### src/rtl/psr_stack_unit_if.sv
// Request/status bundle for psr_stack_unit.
// The master side (the control FSM and the branch logic) drives the event strobes
// and reads back the PSR state. The slave side is the PSR unit.
interface psr_stack_unit_if #(
    parameter int DATA_W      = 16,
    parameter int STACK_DEPTH = 4,
    parameter int PRIO_W      = 3
);
    localparam int DEPTH_W = $clog2(STACK_DEPTH + 1);

    logic                cc_en;
    logic [DATA_W-1:0]   result;
    logic                ld_psr;
    logic [15:0]         psr_in;
    logic                int_entry;
    logic [PRIO_W-1:0]   int_prio;
    logic                rti;

    logic [15:0]         psr;
    logic [2:0]          nzp;
    logic                supervisor;
    logic [DEPTH_W-1:0]  depth;
    logic                stack_full;
    logic                stack_empty;
    logic                err_ovf;
    logic                err_unf;
    logic                priv_viol;

    modport master (
        output cc_en, result, ld_psr, psr_in, int_entry, int_prio, rti,
        input  psr, nzp, supervisor, depth, stack_full, stack_empty,
               err_ovf, err_unf, priv_viol
    );

    modport slave (
        input  cc_en, result, ld_psr, psr_in, int_entry, int_prio, rti,
        output psr, nzp, supervisor, depth, stack_full, stack_empty,
               err_ovf, err_unf, priv_viol
    );
endinterface

### src/rtl/psr_stack_unit.sv
// LC-3 processor status register with a LIFO shadow stack.
// Holds NZP, privilege and priority; interrupt entry pushes the current PSR
// and RTI pops it back. Request priority: int_entry > rti > ld_psr > cc_en.
// Optional feature: define PSR_PRIV_CHECK_EN to refuse rti/ld_psr in user mode
// (priv = 1) and flag it on priv_viol; without it priv_viol stays 0.
module psr_stack_unit #(
    parameter int DATA_W      = 16,
    parameter int STACK_DEPTH = 4,
    parameter int PRIO_W      = 3
) (
    input logic             clk,
    input logic             rst,
    psr_stack_unit_if.slave bus
);
    localparam int DEPTH_W = $clog2(STACK_DEPTH + 1);
    localparam int IDX_W   = (STACK_DEPTH > 1) ? $clog2(STACK_DEPTH) : 1;
    // Only the meaningful PSR fields are saved; the zero bits are rebuilt on read.
    localparam int ENT_W   = 1 + PRIO_W + 3;

    logic               priv;
    logic [PRIO_W-1:0]  prio;
    logic [2:0]         nzp;
    logic [DEPTH_W-1:0] depth;
    logic               err_ovf_q;
    logic               err_unf_q;
    logic               priv_viol_q;

    logic [ENT_W-1:0]   stack_mem [STACK_DEPTH];

    logic               full;
    logic               empty;
    logic               priv_block;
    logic               push_en;
    logic [IDX_W-1:0]   push_idx;
    logic [IDX_W-1:0]   pop_idx;
    logic [ENT_W-1:0]   pop_entry;
    logic [2:0]         cc_code;
    logic               unused_psr_in;

    assign full      = (depth == DEPTH_W'(STACK_DEPTH));
    assign empty     = (depth == '0);
    assign push_en   = bus.int_entry && !full;
    assign push_idx  = IDX_W'(depth);
    assign pop_idx   = IDX_W'(depth - 1'b1);
    assign pop_entry = stack_mem[pop_idx];

    // Only bits 15, 10:8 and 2:0 of psr_in carry meaning.
    assign unused_psr_in = ^bus.psr_in;

`ifdef PSR_PRIV_CHECK_EN
    assign priv_block = priv;
`else
    assign priv_block = 1'b0;
`endif

    // Condition code for the current execute-stage result; exactly one bit set.
    always_comb begin
        cc_code = 3'b001;
        if (bus.result == '0)
            cc_code = 3'b010;
        else if (bus.result[DATA_W-1])
            cc_code = 3'b100;
    end

    // Shadow stack storage; contents are don't-care after reset.
    always_ff @(posedge clk) begin
        if (push_en)
            stack_mem[push_idx] <= {priv, prio, nzp};
    end

    // PSR state, depth and one-cycle error pulses, arbitrated by request priority.
    always_ff @(posedge clk or negedge rst) begin
        if (!rst) begin
            priv        <= 1'b0;
            prio        <= '0;
            nzp         <= 3'b000;
            depth       <= '0;
            err_ovf_q   <= 1'b0;
            err_unf_q   <= 1'b0;
            priv_viol_q <= 1'b0;
        end else begin
            err_ovf_q   <= 1'b0;
            err_unf_q   <= 1'b0;
            priv_viol_q <= 1'b0;
            if (bus.int_entry) begin
                if (full) begin
                    err_ovf_q <= 1'b1;
                end else begin
                    priv  <= 1'b0;
                    prio  <= bus.int_prio;
                    nzp   <= 3'b010;
                    depth <= depth + 1'b1;
                end
            end else if (bus.rti) begin
                if (priv_block) begin
                    priv_viol_q <= 1'b1;
                end else if (empty) begin
                    err_unf_q <= 1'b1;
                end else begin
                    priv  <= pop_entry[ENT_W-1];
                    prio  <= pop_entry[3 +: PRIO_W];
                    nzp   <= pop_entry[2:0];
                    depth <= depth - 1'b1;
                end
            end else if (bus.ld_psr) begin
                if (priv_block) begin
                    priv_viol_q <= 1'b1;
                end else begin
                    priv <= bus.psr_in[15];
                    prio <= bus.psr_in[8 +: PRIO_W];
                    nzp  <= bus.psr_in[2:0];
                end
            end else if (bus.cc_en) begin
                nzp <= cc_code;
            end
        end
    end

    assign bus.psr         = {priv, 4'b0000, 3'(prio), 5'b00000, nzp};
    assign bus.nzp         = nzp;
    assign bus.supervisor  = ~priv;
    assign bus.depth       = depth;
    assign bus.stack_full  = full;
    assign bus.stack_empty = empty;
    assign bus.err_ovf     = err_ovf_q;
    assign bus.err_unf     = err_unf_q;
    assign bus.priv_viol   = priv_viol_q;
endmodule

### src/flat_wrapper.sv
// flat-port wrapper written by rule: the top's interface ports become plain ports
module psr_stack_unit_flat 
#(
    parameter int DATA_W      = 16,
    parameter int STACK_DEPTH = 4,
    parameter int PRIO_W      = 3
)
  (clk, rst, bus_cc_en, bus_result, bus_ld_psr, bus_psr_in, bus_int_entry, bus_int_prio, bus_rti, bus_psr, bus_nzp, bus_supervisor, bus_depth, bus_stack_full, bus_stack_empty, bus_err_ovf, bus_err_unf, bus_priv_viol);
  psr_stack_unit_if #(.DATA_W(DATA_W), .STACK_DEPTH(STACK_DEPTH), .PRIO_W(PRIO_W)) bus_i ();
  input logic clk;
  input logic rst;
  input wire logic [$bits(bus_i.cc_en)-1:0] bus_cc_en;
  input wire logic [$bits(bus_i.result)-1:0] bus_result;
  input wire logic [$bits(bus_i.ld_psr)-1:0] bus_ld_psr;
  input wire logic [$bits(bus_i.psr_in)-1:0] bus_psr_in;
  input wire logic [$bits(bus_i.int_entry)-1:0] bus_int_entry;
  input wire logic [$bits(bus_i.int_prio)-1:0] bus_int_prio;
  input wire logic [$bits(bus_i.rti)-1:0] bus_rti;
  output wire logic [$bits(bus_i.psr)-1:0] bus_psr;
  output wire logic [$bits(bus_i.nzp)-1:0] bus_nzp;
  output wire logic [$bits(bus_i.supervisor)-1:0] bus_supervisor;
  output wire logic [$bits(bus_i.depth)-1:0] bus_depth;
  output wire logic [$bits(bus_i.stack_full)-1:0] bus_stack_full;
  output wire logic [$bits(bus_i.stack_empty)-1:0] bus_stack_empty;
  output wire logic [$bits(bus_i.err_ovf)-1:0] bus_err_ovf;
  output wire logic [$bits(bus_i.err_unf)-1:0] bus_err_unf;
  output wire logic [$bits(bus_i.priv_viol)-1:0] bus_priv_viol;
  assign bus_i.cc_en = bus_cc_en;
  assign bus_i.result = bus_result;
  assign bus_i.ld_psr = bus_ld_psr;
  assign bus_i.psr_in = bus_psr_in;
  assign bus_i.int_entry = bus_int_entry;
  assign bus_i.int_prio = bus_int_prio;
  assign bus_i.rti = bus_rti;
  assign bus_psr = bus_i.psr;
  assign bus_nzp = bus_i.nzp;
  assign bus_supervisor = bus_i.supervisor;
  assign bus_depth = bus_i.depth;
  assign bus_stack_full = bus_i.stack_full;
  assign bus_stack_empty = bus_i.stack_empty;
  assign bus_err_ovf = bus_i.err_ovf;
  assign bus_err_unf = bus_i.err_unf;
  assign bus_priv_viol = bus_i.priv_viol;
  psr_stack_unit #(.DATA_W(DATA_W), .STACK_DEPTH(STACK_DEPTH), .PRIO_W(PRIO_W)) u_core (.clk(clk), .rst(rst), .bus(bus_i));
endmodule
### config.mk
export PLATFORM = sky130hd
export DESIGN_NAME = psr_stack_unit_flat
export DESIGN_NICKNAME = d
export VERILOG_FILES = /design/src/rtl/psr_stack_unit_if.sv /design/src/rtl/psr_stack_unit.sv /design/src/flat_wrapper.sv
export SDC_FILE = /design/constraint.sdc
export NUM_CORES = 1
export LEC_CHECK = 0
export BUFFER_PORTS_ARGS = -buffer_cell sky130_fd_sc_hd__buf_2
export CAP_MARGIN = 20
export CORE_UTILIZATION = 25
export CTS_BUF_LIST = sky130_fd_sc_hd__clkbuf_16
export CTS_CLUSTER_SIZE = 16
export DETAILED_ROUTE_END_ITERATION = 12
export GPL_TIMING_DRIVEN = 0
export PLACE_DENSITY = 0.5
export SYNTH_ARGS = -nofsm -noshare
export SYNTH_HDL_FRONTEND = slang
export SYNTH_SLANG_ARGS = --single-unit
export TNS_END_PERCENT = 10
### constraint.sdc
create_clock -name clk -period 2.1 [get_ports clk]
set_input_delay 0.42 -clock clk [delete_from_list [all_inputs] [get_ports clk]]
set_output_delay 0.42 -clock clk [all_outputs]
set_load 0.02 [all_outputs]
==> impl_metrics.json, run 1 <==
{
  "cts_tree": "built",
  "synthAdderAreaFrac_pct": 3.17,
  "reg2reg_from": "u_core.bus.depth[1]",
  "yosysTopAreaCell": "edfxtp_1",
  "grt_overflow": 0,
  "cts-root-buf": "clkbuf_16",
  "drt_iter0_drc": 89,
  "fmax_mhz": 516,
  "chipHeight_um": 90.8,
  "nFillCells": 771,
  "arrival_ps": 2100,
  "worstPathCellList": "inv_1, ha_4, mux4_2, a211oi_2, a21oi_1, mux2_2",
  "syn_inst": 142,
  "status": "completed",
  "globalRouteTotalUtil_pct": 11.7,
  "worstHoldPathType": "in2async",
  "ys_ff_latch": 40,
  "place_ws_ps": -360,
  "h-tree-depth": 2,
  "worst_setup_path_startpoint": "u_core.bus.depth[1]",
  "die_x_um": 90.8,
  "via_per_inst": 4.22,
  "synth_xor_area_share_pct": 0.889,
  "antenna_cells": 0,
  "synthSimpleGateAreaFrac_pct": 9.46,
  "timing.final.ws_setup_ps": 161,
  "slowest_delay_ps": 410,
  "rsz0062_at_grt": "no",
  "dieArea_um2": 8240,
  "drive_above_1_share_pct": 44.0,
  "setup_violations": 0,
  "nets": 252,
  "wl_per_cell_um": 14.9,
  "maxSlewHeadroom_pct": 64.4,
  "yosys_warnings": 0,
  "end_kind": "flop",
  "fp.coreArea_um2": 7690,
  "ctsHoldBuffers": 0,
  "num_vias": 1305,
  "fin_area_um2": 2610,
  "post-place-cells": 301,
  "yosysSeqAreaShare_pct": 57.9,
  "drc": 0,
  "finalCritPeriodShare_pct": 92.3,
  "clk_latency_ps": 280,
  "max_cap_viol_count": 0,
  "fin_crit_ps": 1940,
  "p_total_mw": 3.60,
  "leakage_nw": 1.12,
  "start_kind": "flop",
  "worstSetupPathType": "reg2reg",
  "synth_top_family_by_area": "multiplexers",
  "slew_viol_final": 0,
  "vdd_drop_max_v": 0.000488,
  "hold_viol_final": 0,
  "cts.sinks": 40,
  "r2r_slack_ps": 160,
  "grt_pass1_vias": 1298,
  "synth.cell_area_um2": 1970,
  "r2r_end": "u_core.prio[1]",
  "tightest_slew_ps": 534,
  "power_density_nw_per_um2": 1380,
  "worst-path-max-fanout": 9,
  "critical_path_required_ps": 2260,
  "wl_mm": 4.60,
  "synth_area_leaders": "edfxtp_1 (43%), dfrtp_1 (15%), buf_4 (5.7%)",
  "synthMuxAreaShare_pct": 13.1,
  "io_buffers": 48,
  "initial_core_util_pct": 25.6,
  "multiInputGateArea_um2": 721,
  "dp_hpwl_mm": 3.31,
  "cts_max_path_buffers": 2,
  "antenna_found_initial": 0,
  "slowest_stage": "dfrtp_1",
  "instances_no_fill": 309,
  "drt_pass1_iterations": 4,
  "cts_made_buffers": 5,
  "antenna_violating_nets_post_route": 0,
  "grt_max_degree": 14,
  "rows": 32,
  "synth_compound_area_share_pct": 6.29,
  "regArea_um2": 1140,
  "fin_skew_ps": 6.00,
  "grt_pass1_wl_mm": 7.29,
  "io_pins": 69,
  "synthToLayoutAreaGrowth_pct": 32.4,
  "gp_congestion": 0.751,
  "synth_cell_types": 39,
  "rr_worst_depth": 6,
  "placed_area_um2": 2370,
  "synth_top_area_share_pct": 42.7,
  "syn_area_per_cell_um2": 13.9,
  "endpoint": "u_core.prio[1]",
  "path_clk_slew_ps": 60,
  "hold_ws_ps": 28.0
}
-- cells in the final DEF, fill, tap and decap left out, types with 2 or more instances in the layout --
| cell type | netlist | final |
|---|---|---|
| nor3_1 | 4 | 3 |
| mux2_2 | 5 | 5 |
| xnor2_1 | 2 | 2 |
| inv_1 | 8 | 8 |
| mux4_2 | 3 | 3 |
| mux4_1 | 4 | 4 |
| nor2b_1 | 5 | 5 |
| dfrtp_1 | 12 | 11 |
| clkbuf_16 | 0 | 5 |
| a21oi_1 | 5 | 5 |
| bufinv_16 | 0 | 2 |
| o21ai_0 | 2 | 2 |
| and3_1 | 4 | 4 |
| buf_2 | 2 | 50 |
| edfxtp_1 | 28 | 28 |
| nor4_1 | 4 | 4 |
| buf_4 | 15 | 16 |
| ha_1 | 5 | 4 |
| mux2i_1 | 3 | 3 |
| nor2_1 | 4 | 4 |
| a211oi_1 | 4 | 2 |
| nand2_1 | 4 | 4 |
| conb_1 | 1 | 10 |
| a211oi_2 | 0 | 2 |
-- synth_stat cells --
cell and n:
clkbuf_2 1, nor2_1 4, buf_6 1, mux4_1 4, a221oi_1 1, buf_2 2
and4bb_2 1, dfrtp_1 12, buf_4 15, and3_1 4, nand2_1 4, nor2b_1 5
nand2b_1 1, a21oi_1 5, a22oi_1 1, or3b_2 1, and2_1 1, o41ai_1 1
o221ai_1 1, nor4_1 4, ha_1 5, nor3_1 4, nand3b_1 1, clkbuf_1 1
mux4_2 3, a211oi_1 4, o22a_1 1, o21ai_0 2, buf_1 1, a31o_2 1
mux2i_1 3, nand4_1 1, o21a_1 1, edfxtp_1 28, conb_1 1, inv_1 8
xnor2_1 2, mux2_2 5, or4_1 1
-- critical path: cells and delay by family, from the launching register on --
family,cells,cell delay [ps]
adder cells (fa/ha/maj),1,380
buffers and inverters,1,140
flip-flops,1,410
multiplexers,2,600
AO/OA/AOI/OAI,2,300
-- state kept, by name, indices dropped and copies added (netlist names) --
| signal | flops |
|---|---|
| u_core.stack_mem | 28 |
| u_core.bus.depth | 3 |
| u_core.bus.nzp | 3 |
| u_core.prio | 3 |
| u_core.bus.err_ovf | 1 |
| u_core.bus.err_unf | 1 |
| u_core.priv | 1 |
-- worst min path at each step --
stage	start	to	slack [ps]
after detailed placement	rst	u_core.prio[1]	340
after floorplan	rst	u_core.bus.depth[0]	120
final	rst	u_core.priv	30
after global placement	rst	u_core.prio[1]	340
after CTS	rst	u_core.priv	40
after global routing	rst	u_core.priv	50
-- per-stage QoR --
stage	util [%]	setup TNS, ps
5_1_grt	34.0	0
6_report	34.0	0
4_1_cts	33.9	0
2_1_floorplan	-	0
3_5_place_dp	30.9	-1490
3_3_place_gp	30.9	-1390
-- routing by layer --
metal / up-vias / GRT usage [%] / share of wire [%]
li1: 637 / - / -
met1: 621 / 15.0 / 47
met2: 43 / 19.6 / 47
met3: 4 / 3.28 / 5.6
met4: 0 / 2.78 / 0.78
met5: - / 0 / 0
-- area by class of cell --
class	count	share of cell area (%)
buffer	20	5.75
clock buffer	5	4.79
clock inverter	3	2.44
timing repair buffer	49	9.49
inverter	8	1.25
sequential	40	43.8
tap	102	4.89
multi-input combinational	82	27.6
-- power breakdown --
| part | switching (mW) | total [mW] | internal (mW) | leakage, nW |
|---|---|---|---|---|
| Sequential | 0.135 | 1.25 | 1.12 | 0.400 |
| Clock | 0.295 | 0.972 | 0.676 | 0.0952 |
| Combinational | 0.732 | 1.38 | 0.643 | 0.621 |
-- what timing repair did --
action / CTS / global route
gates resized for setup: 9 / 3
cloned: 0 / 0
pin swaps: 1 / 1
setup buffers: 1 / 0
setup endpoints to repair: 8 / 3
endpoints found under the hold margin: 0 / 0
-- kinds of logic after synthesis --
family / after synthesis
AOI/OAI and AO/OA: 18
xor gates and xnor gates: 2
adders and majority gates: 5
buffers and inverters: 29
DFF: 40
muxes: 15
other: 1
and+or+nand+nor: 32
Power figures use the tool's default switching activity.
==> run 2: changes to the inputs <==
==> constraint.sdc (replaced) <==
create_clock -name clk -period 1.75 [get_ports clk]
set_input_delay 0.0875 -clock clk [delete_from_list [all_inputs] [get_ports clk]]
set_output_delay 0.0875 -clock clk [all_outputs]
set_load 0.02 [all_outputs]
==> run 2 against run 1 <==
Effect of this change:
- the flow now finishes with violations (setup timing)
- cell area is 1.6% higher
- via count up 4.7%
- global-route usage is 0.11 points lower
- register-to-register slack lost 240 ps
- hold slack better by 130 ps
- sequential share of layout area shrank 0.63 points
- routed wire length up 0.26%
- combinational power grew 33%
- clock-buffer cell count unchanged
- clock skew is 1.6 ps lower
- non-clock buffer count increased by 5
- die area unchanged
- critical endpoint is now u_core.prio[2]
==> impl_metrics.json, run 2 (same netlist as run 1, synthesis figures left out) <==
{
  "globalRouteTotalUtil_pct": 11.6,
  "vdd_drop_max_v": 0.000650,
  "chipHeight_um": 90.8,
  "status": "complete, but fails checks",
  "fp.coreArea_um2": 7690,
  "cts_tree": "built",
  "worstHoldPathType": "in2reg",
  "rsz0062_at_grt": "yes",
  "largest_reg_flops": 28,
  "min_from": "bus_result[14]",
  "fin_skew_ps": 4.37,
  "p_total_mw": 4.20,
  "place_ws_ps": -287,
  "hold_viol_final": 0,
  "critical_path_required_ps": 1910,
  "via_per_inst": 4.36,
  "wl_per_cell_um": 14.7,
  "slew_viol_final": 0,
  "die_x_um": 90.8,
  "timing.final.ws_setup_ps": -83.7,
  "cts_max_path_buffers": 2,
  "num_vias": 1366,
  "fmax_mhz": 545,
  "path_clk_slew_ps": 60,
  "cts-root-buf": "clkbuf_16",
  "slowest_delay_ps": 400,
  "arrival_ps": 2000,
  "fin_crit_ps": 1830,
  "synthToLayoutAreaGrowth_pct": 34.5,
  "drt_iter0_drc": 34,
  "antenna_violating_nets_post_route": 0,
  "setup_violations": 4,
  "final_cell_mix": "buf_2 (50), edfxtp_1 (28), buf_4 (19), conb_1 (10), dfrtp_1 (10)",
  "worstPathCellList": "buf_12, inv_8, ha_4, and4bb_2, nor3_4, mux2_4",
  "nets": 257,
  "maxSlewHeadroom_pct": 61.0,
  "power_density_nw_per_um2": 1580,
  "dp_hpwl_mm": 3.20,
  "grt_overflow": 0,
  "grt_max_degree": 13,
  "instances_no_fill": 313,
  "max_cap_viol_count": 0,
  "drt_pass1_iterations": 4,
  "drive_above_1_share_pct": 47.9,
  "reg2reg_from": "u_core.bus.depth[0]",
  "dieArea_um2": 8240,
  "rows": 32,
  "layout_commonest_cell": "buf_2",
  "tightest_slew_ps": 585,
  "worst_setup_path_startpoint": "u_core.bus.depth[0]",
  "leakage_nw": 1.14,
  "top_register": "u_core.stack_mem",
  "final_util_pct": 34.5,
  "clk_latency_ps": 280,
  "worst-path-max-fanout": 7,
  "antenna_found_initial": 0,
  "cp_num_buf_inv": 2,
  "cts.sinks": 40,
  "drc": 0,
  "failed_checks": "setup timing",
  "finalCritPeriodShare_pct": 105,
  "start_kind": "flop",
  "antenna_cells": 0,
  "wl_mm": 4.61,
  "initial_core_util_pct": 25.6,
  "grt_pass1_vias": 1288,
  "gp_congestion": 0.690,
  "h-tree-depth": 2,
  "io_buffers": 48,
  "grt_pass1_wl_mm": 7.05,
  "io_pins": 69,
  "cts_made_buffers": 5,
  "post-place-cells": 301,
  "worstSetupPathType": "reg2reg",
  "path_delay_family": "simple AND/OR/NAND/NOR gates",
  "slowest_stage": "dfrtp_2",
  "end_kind": "flop"
}
-- run 2: changes by cell type in the layout (fill, tap and decap cells not counted), sizes merged --
cell | before | now
buf | 68 | 72
bufinv | 2 | 0
clkinv | 0 | 2
dlygate4sd3 | 0 | 1
inv | 9 | 8
-- run 2: final timing paths --
| kind | end | slack (ps) | cells after the start |
|---|---|---|---|
| min in group asynchronous | u_core.bus.depth[2] | 230 | 2 |
| hold / removal | u_core.bus.nzp[0] | 160 | 3 |
| setup reg to reg | u_core.prio[2] | -80 | 6 |
| hold reg to reg | u_core.stack_mem[2][5] | 550 | 0 |
| setup / recovery | u_core.prio[2] | -80 | 6 |
| max in group asynchronous | u_core.bus.depth[0] | 1250 | 2 |
-- run 2: what timing repair did --
| item | in CTS | in global routing |
|---|---|---|
| buffers inserted | 5 | 0 |
| cloned | 0 | 0 |
| hold buffers | 1 | 0 |
| hold endpoints to repair | 12 | 0 |
| endpoints found under the setup margin | 36 | 22 |
| resized for setup | 11 | 5 |
| pin swaps | 2 | 2 |
-- run 2: per-stage QoR --
stage | area, um2 | setup TNS [ps] | hold slack [ps]
final | 2650 | -292 | 160
after global routing | 2650 | -676 | 197
after CTS | 2640 | -404 | 165
after detailed placement | 2430 | -3270 | 11.7
after global placement | 2430 | -3500 | 7.15
after floorplan | 2060 | -847 | -208
-- run 2: power by group --
group | internal [mW] | switching [mW] | total, mW
sequential | 1.34 | 0.172 | 1.52
clock | 0.509 | 0.335 | 0.844
combinational | 0.917 | 0.920 | 1.84
total | 2.77 | 1.43 | 4.20
-- run 2: layout make-up --
| type | instances | area, um2 |
|---|---|---|
| multi-input cells | 82 | 764 |
| well taps | 102 | 128 |
| fillers | 778 | 5040 |
| flip-flops and latches | 40 | 1140 |
| clock inverters | 2 | 7.51 |
| inverters | 8 | 37.5 |
| plain buffers | 20 | 150 |
| repair buffers | 54 | 295 |
| clock buffers | 5 | 125 |
-- run 2: worst reg2reg max path, delay by kind of cell, from the launching register on --
kind,cells,cell delay [ps]
adders and majority gates,1,170
muxes,1,340
and+or+nand+nor,2,650
buffers and inverters,2,150
DFF,1,400
-- run 2: layer usage --
metal	track usage [%]	share of wire, %
met1	15.4	46
met2	18.0	46
met3	3.54	7.0
met4	3.97	1.1
met5	0	0
